`config.mk`:
```
export PLATFORM = sky130hd
export DESIGN_NAME = ram_sp_clr_flat
export DESIGN_NICKNAME = d
export VERILOG_FILES = /design/src/rtl/ram_sp_clr_pkg.sv /design/src/rtl/ram_sp_clr_if.sv /design/src/rtl/ram_sp_clr_clear_ctrl.sv /design/src/rtl/ram_sp_clr.sv /design/src/flat_wrapper.sv
export SDC_FILE = /design/constraint.sdc
export NUM_CORES = 1
export LEC_CHECK = 0
export CORE_ASPECT_RATIO = 2
export CORE_MARGIN = 2
export CORE_UTILIZATION = 65
export CTS_CLUSTER_SIZE = 12
export DETAILED_ROUTE_END_ITERATION = 10
export PLACE_DENSITY = 0.82
export SYNTH_ARGS = -nofsm -noshare
export SYNTH_HDL_FRONTEND = slang
export SYNTH_HIERARCHICAL = 1
export SYNTH_SLANG_ARGS = --single-unit
export TNS_END_PERCENT = 20
```
`constraint.sdc`:
```
create_clock -name clock -period 10.9 [get_ports clock]
set_input_delay 1.09 -clock clock [delete_from_list [all_inputs] [get_ports clock]]
set_output_delay 1.09 -clock clock [all_outputs]
set_load 0.02 [all_outputs]
```
`src/rtl/ram_sp_clr_pkg.sv`:
```
// Shared types and constants for the single-port RAM with clear engine.
package ram_sp_clr_pkg;

    typedef enum logic {
        ST_IDLE  = 1'b0,
        ST_CLEAR = 1'b1
    } clr_state_e;

    localparam bit RDW_OLD = 1'b0;
    localparam bit RDW_NEW = 1'b1;

endpackage

```
`src/rtl/ram_sp_clr_if.sv`:
```
// Data-port bundle between the CPU load/store stage (master) and the RAM (slave).
interface ram_sp_clr_if #(
    parameter int ADDR_W = 6,
    parameter int DATA_W = 16
);
    logic [ADDR_W-1:0]   address;
    logic [DATA_W-1:0]   data;
    logic                wren;
    logic [DATA_W/8-1:0] byteena;
    logic                rden;
    logic                clear;
    logic                busy;
    logic [DATA_W-1:0]   q;
    logic                q_valid;

    modport master (
        output address, data, wren, byteena, rden, clear,
        input  busy, q, q_valid
    );

    modport slave (
        input  address, data, wren, byteena, rden, clear,
        output busy, q, q_valid
    );
endinterface

```
`src/rtl/ram_sp_clr_clear_ctrl.sv`:
```
// Clear engine: sweeps a pointer over every word, one write per cycle.
// state    | meaning
// ST_IDLE  | port owns the array, waiting for a clear request
// ST_CLEAR | writing INIT_VAL at ptr, ptr advancing each cycle
module ram_sp_clr_clear_ctrl
    import ram_sp_clr_pkg::*;
#(
    parameter int ADDR_W         = 6,
    parameter bit CLEAR_ON_RESET = 1'b1
) (
    input  logic              clock,
    input  logic              reset,
    input  logic              clear,
    output logic              busy,
    output logic              clr_we,
    output logic [ADDR_W-1:0] clr_addr
);

    clr_state_e        state_d, state_q;
    logic [ADDR_W-1:0] ptr_d, ptr_q;

    always_comb begin
        state_d = state_q;
        ptr_d   = ptr_q;
        case (state_q)
            ST_IDLE: begin
                ptr_d = '0;
                if (clear) state_d = ST_CLEAR;
            end
            ST_CLEAR: begin
                // pointer wraps to 0 exactly as the last word is written
                ptr_d = ptr_q + 1'b1;
                if (ptr_q == {ADDR_W{1'b1}}) state_d = ST_IDLE;
            end
            default: state_d = ST_IDLE;
        endcase
    end

    always_ff @(posedge clock) begin
        if (reset) begin
            state_q <= CLEAR_ON_RESET ? ST_CLEAR : ST_IDLE;
            ptr_q   <= '0;
        end else begin
            state_q <= state_d;
            ptr_q   <= ptr_d;
        end
    end

    assign busy     = (state_q == ST_CLEAR);
    assign clr_we   = busy && !reset;
    assign clr_addr = ptr_q;

endmodule

```
`src/rtl/ram_sp_clr.sv`:
```
// Single-port synchronous RAM with byte enables, registered read + valid strobe,
// selectable read-during-write behaviour and a built-in clear sweep.
module ram_sp_clr
    import ram_sp_clr_pkg::*;
#(
    parameter int              ADDR_W         = 6,
    parameter int              DATA_W         = 16,
    parameter bit              RDW_MODE       = RDW_OLD,
    parameter logic [DATA_W-1:0] INIT_VAL     = '0,
    parameter bit              CLEAR_ON_RESET = 1'b1
) (
    input  logic         clock,
    input  logic         reset,
    ram_sp_clr_if.slave  bus
);

    localparam int DEPTH = 2 ** ADDR_W;
    localparam int NB    = DATA_W / 8;

    if (DATA_W % 8 != 0) begin : g_bad_width
        $error("ram_sp_clr: DATA_W must be a multiple of 8");
    end

    logic [DATA_W-1:0] mem [DEPTH];

    logic              busy;
    logic              clr_we;
    logic [ADDR_W-1:0] clr_addr;

    logic              port_ok, port_we, port_rd;
    logic [DATA_W-1:0] rd_word, merged;
    logic [DATA_W-1:0] q_d, q_q;
    logic              q_valid_d, q_valid_q;

    ram_sp_clr_clear_ctrl #(
        .ADDR_W         (ADDR_W),
        .CLEAR_ON_RESET (CLEAR_ON_RESET)
    ) u_clear_ctrl (
        .clock    (clock),
        .reset    (reset),
        .clear    (bus.clear),
        .busy     (busy),
        .clr_we   (clr_we),
        .clr_addr (clr_addr)
    );

    // a clear request in idle takes precedence over any access in the same cycle
    always_comb begin
        port_ok   = !reset && !busy && !bus.clear;
        port_we   = port_ok && bus.wren && (|bus.byteena);
        port_rd   = port_ok && bus.rden;
        rd_word   = mem[bus.address];
        merged    = rd_word;
        for (int i = 0; i < NB; i++) begin
            if (bus.byteena[i]) merged[8*i +: 8] = bus.data[8*i +: 8];
        end
        q_d       = q_q;
        q_valid_d = 1'b0;
        if (port_rd) begin
            q_valid_d = 1'b1;
            q_d       = (RDW_MODE == RDW_NEW && port_we) ? merged : rd_word;
        end
    end

    always_ff @(posedge clock) begin
        if (clr_we) begin
            mem[clr_addr] <= INIT_VAL;
        end else if (port_we) begin
            mem[bus.address] <= merged;
        end
    end

    always_ff @(posedge clock) begin
        if (reset) begin
            q_q       <= '0;
            q_valid_q <= 1'b0;
        end else begin
            q_q       <= q_d;
            q_valid_q <= q_valid_d;
        end
    end

    assign bus.busy    = busy;
    assign bus.q       = q_q;
    assign bus.q_valid = q_valid_q;

endmodule

```
`src/flat_wrapper.sv`:
```
// flat-port wrapper written by rule: the top's interface ports become plain ports
module ram_sp_clr_flat import ram_sp_clr_pkg::*;
#(
    parameter int              ADDR_W         = 6,
    parameter int              DATA_W         = 16,
    parameter bit              RDW_MODE       = RDW_OLD,
    parameter logic [DATA_W-1:0] INIT_VAL     = '0,
    parameter bit              CLEAR_ON_RESET = 1'b1
)
  (clock, reset, bus_address, bus_data, bus_wren, bus_byteena, bus_rden, bus_clear, bus_busy, bus_q, bus_q_valid);
  ram_sp_clr_if #(.ADDR_W(ADDR_W), .DATA_W(DATA_W)) bus_i ();
  input  logic clock;
  input  logic reset;
  input wire logic [$bits(bus_i.address)-1:0] bus_address;
  input wire logic [$bits(bus_i.data)-1:0] bus_data;
  input wire logic [$bits(bus_i.wren)-1:0] bus_wren;
  input wire logic [$bits(bus_i.byteena)-1:0] bus_byteena;
  input wire logic [$bits(bus_i.rden)-1:0] bus_rden;
  input wire logic [$bits(bus_i.clear)-1:0] bus_clear;
  output wire logic [$bits(bus_i.busy)-1:0] bus_busy;
  output wire logic [$bits(bus_i.q)-1:0] bus_q;
  output wire logic [$bits(bus_i.q_valid)-1:0] bus_q_valid;
  assign bus_i.address = bus_address;
  assign bus_i.data = bus_data;
  assign bus_i.wren = bus_wren;
  assign bus_i.byteena = bus_byteena;
  assign bus_i.rden = bus_rden;
  assign bus_i.clear = bus_clear;
  assign bus_busy = bus_i.busy;
  assign bus_q = bus_i.q;
  assign bus_q_valid = bus_i.q_valid;
  ram_sp_clr #(.ADDR_W(ADDR_W), .DATA_W(DATA_W), .RDW_MODE(RDW_MODE), .INIT_VAL(INIT_VAL), .CLEAR_ON_RESET(CLEAR_ON_RESET)) u_core (.clock(clock), .reset(reset), .bus(bus_i));
endmodule
```
* Yosys cells after proc, flatten, opt, wreduce, memory -nomap -nowiden
Memories as Yosys holds them, arrays and structs flattened.
Cells that the tools add are included.
Widths: inputs -> output; s select.
** Word-level totals
- Memories :: 1
- Bits in writable memories :: 1024
- Input port bits :: 29
- Output and inout port bits :: 18
- Register bits after elaboration :: 24
** Memory list
- u_core.mem :: depth 64, width 16, rd ports 1, clocked after memory_dff 0, wr ports 1, line ram_sp_clr.sv:24 : logic [DATA_W-1:0] mem [DEPTH];
** Cells by class
- Reduce and logical (&&, ||, !) cells :: 11
- Bitwise operators :: 1
- Equal/unequal tests :: 1
- Multiplexer cells :: 15
- Add/subtract/negate cells :: 1
** Operators with widths (count)
- $mux 16 :: 1
- $mux 8 :: 2
- $reduce_or 16->1 :: 1
- $pmux 6 s2 :: 1
- $mux 1 :: 9
- $add 6x1->6 const B :: 1
- $eq 6x6->1 const B :: 1
- $logic_and 1x1->1 :: 6
- $mux 6 :: 1
- $logic_not 1->1 :: 3
- $pmux 1 s2 :: 1
- $reduce_or 2->1 :: 1
- $not 1->1 :: 1

* Depth between registers and ports, before layout
- Word-level depth :: 10
- Depth in mapped cells :: 11
- Depth with buffers taken out :: 7

* Cells and area by module
Netlist, hierarchy kept.
** By module, submodules not included
- ram_sp_clr :: times used 1, cells an instance 2309, area an instance 41020.6 um^2
- ram_sp_clr_clear_ctrl :: times used 1, cells an instance 27, area an instance 264.0 um^2

* Least setup slack after synthesis
No wires, ideal clock.
- Kind :: input -> register
- Start point :: input port bus_address[0]
- End point :: memory u_core.mem[0][10], data pin
- Arrival time :: 4926 ps
- Buffers on the path :: 4
- Stages :: 10
- Setup slack :: 5293 ps
- Cells stage by stage :: buf_4 > buf_8 > buf_8 > buf_8 > mux2i_1 > a22oi_1 > a21oi_1 > a2111oi_2 > nor3_1 > nor3_1
** On the way
- Cells in the longest elaborated chain, start to end :: 3
** RTL lines
- start: declaration :: line flat_wrapper.sv:14 : input wire logic [$bits(bus_i.address)-1:0] bus_address;
- $mem_v2 64x16
- $mux 8 :: line ram_sp_clr.sv:55 : if (bus.byteena[i]) merged[8*i +: 8] = bus.data[8*i +: 8];
- $mux 16 (no line)
- end: declaration :: line ram_sp_clr.sv:24
No other way between the ends.

* Worst setup path in the final report
- Start point :: input port bus_address[0]
- End point :: memory u_core.mem[25][13], data pin
Same word-level chain as after synthesis.

==> reports/results.txt <==
In this run the post-CTS setup repair buffer count came out at 0. For the global-route total usage across every layer, the log shows 0.322. The Yosys step of the flow raised 6 warnings. In the post-synthesis netlist, the biggest area contributors are sky130_fd_sc_hd__edfxtp_1 74%, sky130_fd_sc_hd__mux2i_1 11%, sky130_fd_sc_hd__a22oi_1 2.0%. The layout-stage area growth over the synthesis result was 10.3%; the height of the chip was 360 um. sky130_fd_sc_hd__edfxtp_1 takes more of the synthesized area than any other cell.

The fraction of registers with async set or reset after synthesis works out to 0. DRC marker count from the first detailed-route iteration: 3201. The met1 track demand over resource is 0.372. The tools report the master cell of the clock root buffer as sky130_fd_sc_hd__clkbuf_16.

In the layout the commonest cells are 1024 x sky130_fd_sc_hd__edfxtp_1, 448 x sky130_fd_sc_hd__mux2i_1, 114 x sky130_fd_sc_hd__nor2_1. The final layout contains 2478 nets. Setup violations remaining at the end of the flow were counted as 0. The worst max-slew margin expressed relative to the limit was 0.0257. The detail route stage leaves a number of antenna-violating nets equal to 0. The synthesized design contains 1024 enable-type register cells. The wire length of the first global-routing pass was 150 mm. The number of global-route vias before repair came out at 22500. At the pin with the least slew margin, the transition time is 1.46 ns.

Clock insertion delay at the later pin of the skew report: 0.65 ns. Max-cap violations in this run came to 0. The worst path in the final design needs a cycle of 5.70 ns, including I/O delays and setup.

The tools report the sort of element at the end of the critical path as a register. The first detailed-routing pass ran for 6 iterations. The logs give 63.0 mm for the post-detailed-placement half-perimeter wirelength and 97 for the CTS buffer count. The number of distinct library cell variants in the gate-level netlist after synthesis was 54. A synthesized cell averages 17.7 sq um.

Total overflow reported by the global router: 0. The fraction of met3 tracks used by global routing is 0.0592. The clock drives 1048 sinks. TritonCTS built the clock tree. Dividing the detail-routed wire length by the instance count gives 31.9 um. Summing internal, switching and leakage power gives 7.62 mW.

Share of synthesized area occupied by flip-flops and latches: 0.756. The initial standard-cell utilization of the core was 0.658. The global routing met2 resource utilization is 0.538. For the worst setup path, the data required time is 11.24 ns.

The total of buffers placed on input and output ports came out at 46. The maximum fanout encountered on the critical timing path was 88. The share of the core filled with cells in the final layout was 0.725.

The width of the die was 182 um; the critical path data arrival time was 6.04 ns. The routed layout has 22800 vias. In this run, post-CTS hold repair placed 0 buffers. The gate count after technology mapping is 2336, and the top-area cell type share of the netlist area is 0.745. For this design the static power due to leakage is 17.3 nW.

The total negative slack is 0 ns, and the final RePlAce weighted congestion is 0.919. The fraction of final layout cells with drive strength greater than 1 is 0.121, and the maximum clock frequency is 175 MHz. Type of element launching the critical path: an input port. In the routed layout, each cell is associated on average with a via count of 6.98. The cell area that synthesis handed to floorplanning was 41300 sq um. The CTS H-tree depth is 3.

The area of the core region is 62800 sq um. The tools report the max-slew violation count as 0. Maximum clock path buffer count: 3. The final wirelength came out at 104 mm. Leaving out filler cells and counting taps, the final layout contains 3268. The number of remaining DRC errors was 0. The min-delay analysis places its worst path in the category register to register.

The most used flip-flop cell after synthesis is sky130_fd_sc_hd__edfxtp_1. The number of gates resized after CTS was 0. The flow ran to the end, and the final reports show no timing, DRC or antenna violations. Fraction of the cycle the final worst path needs: 0.523.

After clock tree synthesis, the clock-pin slew on the worst setup and hold paths is 0.06 ns. The cell area power density works out to 167 nW/um^2. The number of nets handed over by synthesis was 2366. The run gives 130 as the number of placement rows. VDD sags by at most 0.117 mV. Counting tap cells, the placed design contains a total of 3141 instances. The initial antenna violation count is 4. For the count of final hold-check violations, the log shows 0. The floorplan step defined a die boundary enclosing 65700 sq um. The logs give 89 for the maximum number of pins on one net before global-route repair and 45500 sq um for the area of all placed cells without fillers. Busiest metal layer after global routing: met2.

The number of top-level pins was 47; the worst-case clock skew was 0.0236 ns. Leaving out fill and tap cells, the most frequent cell in the layout is sky130_fd_sc_hd__edfxtp_1. Type of the setup path with the least slack: input port to register.

Setup repair after global routing left no endpoint under its margin. The synthesized design contains 1048 register bits. In this run the cell area measured after placement is 42900 sq um.
[stage by stage]
stage / hold slack [ns] / worst slack (ns)
after global routing: 0.494 / 4.97
after CTS: 0.476 / 5.45
after global placement: 0.457 / 4.89
after floorplan: 0.496 / 5.29
after detailed placement: 0.468 / 4.81
final: 0.476 / 5.20
[power breakdown]
group / switching, mW / total, mW / leakage, nW / internal, mW
Sequential: 0.00496 / 4.37 / 11.7 / 4.37
Combinational: 0.204 / 0.309 / 4.36 / 0.105
Clock: 1.33 / 2.94 / 1.27 / 1.61
[registers in the layout, indices dropped and copies added, names as in the netlist]
register,count
u_core/u_clear_ctrl/clr_addr,6
u_core/bus.q,16
u_core/u_clear_ctrl/busy,1
u_core/bus.q_valid,1
u_core/mem,1024
[routing by layer]
layer | vias up | part of all wire
li1 | 9541 | -
met1 | 11500 | 0.32
met2 | 1446 | 0.50
met3 | 332 | 0.090
met4 | 0 | 0.085
met5 | - | 0
[critical path, stage by stage]
cell                        delay (ns)
sky130_fd_sc_hd__buf_8            0.57
sky130_fd_sc_hd__buf_4            0.86
sky130_fd_sc_hd__buf_4            0.76
sky130_fd_sc_hd__mux2i_1          0.24
sky130_fd_sc_hd__a22oi_1          0.47
sky130_fd_sc_hd__a21oi_1          0.16
sky130_fd_sc_hd__a2111oi_2        0.83
sky130_fd_sc_hd__nor3_1           0.13
sky130_fd_sc_hd__nor3_2           0.19
sky130_fd_sc_hd__buf_4            0.55
[cells in the mapped netlist, types with 11 or more instances]
| cell type | count |
|---|---|
| sky130_fd_sc_hd__edfxtp_1 | 1024 |
| sky130_fd_sc_hd__mux2i_1 | 448 |
| sky130_fd_sc_hd__nor2_1 | 127 |
| sky130_fd_sc_hd__a22oi_1 | 111 |
| sky130_fd_sc_hd__o22ai_1 | 67 |
| sky130_fd_sc_hd__clkbuf_1 | 54 |
| sky130_fd_sc_hd__nand3_1 | 52 |
| sky130_fd_sc_hd__nor3_1 | 47 |
| sky130_fd_sc_hd__nand2_1 | 45 |
| sky130_fd_sc_hd__buf_4 | 41 |
| sky130_fd_sc_hd__mux4_2 | 36 |
| sky130_fd_sc_hd__a21oi_1 | 29 |
| sky130_fd_sc_hd__o21ai_1 | 28 |
| sky130_fd_sc_hd__o21ai_0 | 26 |
| sky130_fd_sc_hd__dfxtp_1 | 24 |
| sky130_fd_sc_hd__buf_2 | 23 |
| sky130_fd_sc_hd__nand4_1 | 16 |
| sky130_fd_sc_hd__nand3b_1 | 12 |
| sky130_fd_sc_hd__nor2b_1 | 11 |
| sky130_fd_sc_hd__o221ai_1 | 11 |
| sky130_fd_sc_hd__o41ai_2 | 11 |
[final timing paths]
check	from	endpoint	slack, ns	cells past startpoint
min	u_core/bus.q[1]	u_core/bus.q[1]	0.48	2
min reg2reg	u_core/bus.q[1]	u_core/bus.q[1]	0.48	2
max reg2reg	u_core/u_clear_ctrl/busy	u_core/mem[17][6]	7.21	6
max	bus_address[0]	u_core/mem[25][13]	5.20	10
[final cells by class]
type,count,area (sq um)
repair buffers,146,1210
well taps,792,991
multi-input cells,1150,9480
inverters,5,18.8
clock buffers,115,2520
clock inverters,7,82.6
flip-flops and latches,1048,31200
diodes,5,12.5
fillers,3473,17200
[cell families (layout without fill, tap and decap cells)]
group / count (synthesis) / in the layout / synth area share
flip-flops: 1048 / 1048 / 0.756
multiplexers: 484 / 484 / 0.128
AND/OR/NAND/NOR: 347 / 347 / 0.0406
AO/OA/AOI/OAI: 315 / 315 / 0.0545
buffers and inverters: 138 / 273 / 0.0192
XOR/XNOR: 3 / 3 / 0.000637
adder cells (fa/ha/maj): 1 / 1 / 0.000303
other: 0 / 5 / 0
Power figures use the tool's default switching activity.
